[src/rtl/fifo_sync_param.sv]
// Parametrised single-clock FIFO with occupancy count, almost-full/almost-empty flags,
// sticky overflow/underflow flags and a synchronous flush.
module fifo_sync_param #(
  parameter  int WIDTH    = 3,
  parameter  int DEPTH    = 5,
  parameter  int AF_LEVEL = 4,
  parameter  int AE_LEVEL = 1,
  localparam int CW       = $clog2(DEPTH + 1)
) (
  input  logic             clk,
  input  logic             rst,
  input  logic             clr,
  input  logic             wr,
  input  logic [WIDTH-1:0] datin,
  input  logic             rd,
  output logic [WIDTH-1:0] datout,
  output logic             dato,
  output logic             full,
  output logic             empy,
  output logic             almost_full,
  output logic             almost_empty,
  output logic [CW-1:0]    count,
  output logic             ovf,
  output logic             udf
);

  localparam int PW = (DEPTH > 1) ? $clog2(DEPTH) : 1;

  logic [WIDTH-1:0] mem [DEPTH];
  logic [PW-1:0]    wptr;
  logic [PW-1:0]    rptr;
  logic             rd_acc;
  logic             wr_acc;

  // Pointers wrap explicitly at DEPTH-1 so non-power-of-two depths work.
  function automatic logic [PW-1:0] next_ptr(input logic [PW-1:0] p);
    if (p == PW'(DEPTH - 1))
      next_ptr = '0;
    else
      next_ptr = p + 1'b1;
  endfunction

  function automatic logic [CW-1:0] next_count(input logic [CW-1:0] c,
                                               input logic          inc,
                                               input logic          dec);
    next_count = c;
    if (inc && !dec)
      next_count = c + 1'b1;
    else if (dec && !inc)
      next_count = c - 1'b1;
  endfunction

  assign empy         = (count == '0);
  assign full         = (count == CW'(DEPTH));
  assign almost_full  = (count >= CW'(AF_LEVEL));
  assign almost_empty = (count <= CW'(AE_LEVEL));

  // A full FIFO still accepts a write when a read frees a slot on the same edge.
  assign rd_acc = rd & ~empy;
  assign wr_acc = wr & (~full | rd_acc);

  always_ff @(posedge clk or posedge rst) begin
    if (rst) begin
      wptr   <= '0;
      rptr   <= '0;
      count  <= '0;
      datout <= '0;
      dato   <= 1'b0;
      ovf    <= 1'b0;
      udf    <= 1'b0;
    end else if (clr) begin
      wptr   <= '0;
      rptr   <= '0;
      count  <= '0;
      datout <= '0;
      dato   <= 1'b0;
      ovf    <= 1'b0;
      udf    <= 1'b0;
    end else begin
      if (wr_acc)
        wptr <= next_ptr(wptr);
      if (rd_acc) begin
        rptr   <= next_ptr(rptr);
        datout <= mem[rptr];
      end
      dato  <= rd_acc;
      count <= next_count(count, wr_acc, rd_acc);
      ovf   <= ovf | (wr & ~wr_acc);
      udf   <= udf | (rd & ~rd_acc);
    end
  end

  // Storage is never reset; a same-slot read on this edge still sees the old word.
  always_ff @(posedge clk) begin
    if (!rst && !clr && wr_acc)
      mem[wptr] <= datin;
  end

endmodule

[config.mk]
export PLATFORM = sky130hd
export DESIGN_NAME = fifo_sync_param
export DESIGN_NICKNAME = d
export VERILOG_FILES = /design/src/rtl/fifo_sync_param.sv
export SDC_FILE = /design/constraint.sdc
export NUM_CORES = 1
export LEC_CHECK = 0
export BUFFER_PORTS_ARGS = -buffer_cell sky130_fd_sc_hd__buf_2
export CAP_MARGIN = 20
export CORE_MARGIN = 4
export CORE_UTILIZATION = 60
export DETAILED_ROUTE_END_ITERATION = 10
export GPL_TIMING_DRIVEN = 0
export PLACE_DENSITY = 0.83
export SETUP_SLACK_MARGIN = 0.2
export SLEW_MARGIN = 15
export SYNTH_ARGS = -nofsm -noshare
export SYNTH_HDL_FRONTEND = slang
export SYNTH_SLANG_ARGS = --single-unit
[constraint.sdc]
create_clock -name clk -period 5.7 [get_ports clk]
set_input_delay 1.14 -clock clk [delete_from_list [all_inputs] [get_ports clk]]
set_output_delay 1.14 -clock clk [all_outputs]
set_load 0.01 [all_outputs]
==> flow_metrics.tcl <==
set metrics [dict create \
    status "completed" \
    die_w_um 57.21 \
    cts_hold_buf 0 \
    period_share_pct 49.18 \
    critical_path_arrival_ps 1660 \
    synth_warnings 0 \
    multiInputGateArea_um2 575.6 \
    dieHeight_um 57.21 \
    dpl.hpwl_um 2038 \
    cts_buffer_depth 2 \
    required_ps 4560 \
    slew_headroom_pct 57.27 \
    synth.top_cells.by_count "dfrtp_1, edfxtp_1, nor2_1" \
    fin_nets 160 \
    via_per_inst 5.659 \
    max-cap-violations 0 \
    clock_sinks 30 \
    grtUsageTotal_pct 19.49 \
    cts_tree "yes" \
    timing.hold.ws_ps 512.4 \
    rsz0062_at_grt "no" \
    yosys.area.top_type_share_pct 31.01 \
    critPathLaunch "count[1]$_DFFE_PP0P_" \
    gp_congestion 0.7374 \
    crit_end "empy" \
    synth_cells 118 \
    dpl_cell_area_um2 1583 \
    clockRootBuffer "clkbuf_4" \
    die-area_um2 3272 \
    yosys.area.top_type "edfxtp_1" \
    yosysSeqAreaShare_pct 56.85 \
    gr-total-overflow 0 \
    grt_pass1_vias 1043 \
    synth-seq-cells 30 \
    ys_types 33 \
    post-route-min-period_ps 2803 \
    wl_per_cell_um 15.62 \
    tightest_slew_ps 635.0 \
    fin_area_um2 1637 \
    power.leakage_uw 0.0006970 \
    first_pass_iters 4 \
    cp_cell_sequence "inv_1 -> ha_1 -> nor2b_1 -> buf_2" \
    synth_edf_count 15 \
    fin_skew_ps 4.200 \
    peakVddDrop_mv 0.2316 \
    cp_slowest_stage_delay_ps 430 \
    cp_max_fo 5 \
    tns_ps 0 \
    drc 0 \
    grt_start_max_net_pins 16 \
    endpoint_kind "primary output" \
    slowest_stage "dfrtp_1" \
    io_pins 21 \
    fin_total_pwr_uw 573.5 \
    route.vias.total 979 \
    syn_to_final_growth_pct 12.66 \
    fp-row-count 17 \
    crit_cells 4 \
    wl_um 2703 \
    num_antenna_cells 0 \
    initial_core_util_pct 64.43 \
    clk_pin_slew_worst_paths_ps 90 \
    reg2reg_from "count[1]$_DFFE_PP0P_" \
    max_clock_freq_ghz 0.3567 \
    synthFlopType "edfxtp_1" \
    ant_nets 0 \
    regToRegSetupSlack_ps 3490 \
    r2r_end "mem[0][1]$_DFFE_PP_" \
    numPlacedInstances 165 \
    drive_above_1_share_pct 25.52 \
    min_from "udf$_DFF_PP0_" \
    syn_area_per_cell_um2 12.31 \
    hold_violations 0 \
    antenna_found_initial 0 \
    finalMaxSlewViolations 0 \
    io_buffers 19 \
    cts_buffers 5 \
    fp.coreArea_um2 2255 \
    setup_viol 0 \
    clock_latency_ps 330 \
    cp-start-kind "register" \
    final_cells 173 \
    seq_area_um2 825.8 \
    crit_family "flip-flops" \
    cts_max_level 2 \
    synth_nets 134 \
    power_density_nw_per_um2 350.4 \
    crit_type "reg -> out" \
    ctsResizeCount 0 \
    reg2regPathDepth 6 \
    fillCellCount 152 \
    ys_top_cells_by_area "edfxtp_1, dfrtp_1, ha_1, mux4_2, nor2_1" \
    async_reset_ff_share_pct 50.00 \
    hold_path_class "reg -> reg" \
    grt_pass1_wl_um 4774 \
    critPathBufInv 2 \
    synth_area_um2 1453 \
    post_cts.repair.setup_buffers 0 \
    drt-initial-drc-count 18 \
]
## kinds of logic after synthesis
logic type	synth area share (%)
adders and majority gates	6.891
buffers and inverters	3.531
muxes	8.440
DFF	56.85
AOI/OAI and AO/OA	9.131
and+or+nand+nor	15.16
## layer usage
metal,global-route usage [%],part of all wire [%]
met1,23.20,41
met3,5.430,5.3
met5,0,0
met2,33.44,52
met4,7.616,1.3
## sequential cells by signal (all words and copies together) (netlist names)
register and flops:
udf 1, ovf 1, dato 1, mem 15, count 3, rptr 3
datout 3, wptr 3
## stage by stage
step,setup WS (ps),utilization [%]
final,2897,72.59
after global routing,2756,72.59
after CTS,2881,72.59
after detailed placement,2984,70.20
after global placement,3043,70.20
after floorplan,3234,-
## worst min path at each step
stage	cells after the start	slack, ps	to
final	2	510	udf$_DFF_PP0_
after global routing	2	540	ovf$_DFF_PP0_
after CTS	2	520	udf$_DFF_PP0_
after detailed placement	2	490	udf$_DFF_PP0_
after global placement	2	470	udf$_DFF_PP0_
after floorplan	2	530	ovf$_DFF_PP0_
## report_power, final
group | switching, uW | leakage, uW | total [uW] | internal [uW]
Sequential | 24.0 | 0.000337 | 273 | 249
Combinational | 101 | 0.000331 | 180 | 79.8
Clock | 74.5 | 0.0000286 | 120 | 45.7
Total | 199 | 0.000697 | 574 | 374
## worst reg2reg max path, delay by kind of cell (launching register included)
kind | cells | cell delay [ps]
and+or+nand+nor | 3 | 990
DFF | 1 | 420
adders and majority gates | 1 | 220
AOI/OAI and AO/OA | 1 | 130
buffers and inverters | 1 | 110
## layout by cell type, fill, tap and decap left out, types with 2 or more instances in the layout
cell type / instances
dfrtp_1: 15
inv_1: 8
a211oi_1: 4
clkbuf_1: 2
mux4_2: 3
o21ai_0: 2
ha_1: 8
nand2_1: 5
a21oi_1: 8
nor2_1: 12
nand3_1: 3
nor3_1: 6
mux2i_1: 4
buf_2: 21
edfxtp_1: 15
nor2b_1: 4
clkbuf_4: 5
## final cells by class
cell class | count | share of cell area (%)
sequential | 30 | 50.46
inverter | 8 | 1.835
multi-input combinational | 75 | 35.17
buffer | 5 | 1.300
tap | 28 | 2.141
clock inverter | 3 | 0.9939
timing repair buffer | 19 | 5.810
clock buffer | 5 | 2.294
Power figures use the tool's default switching activity.
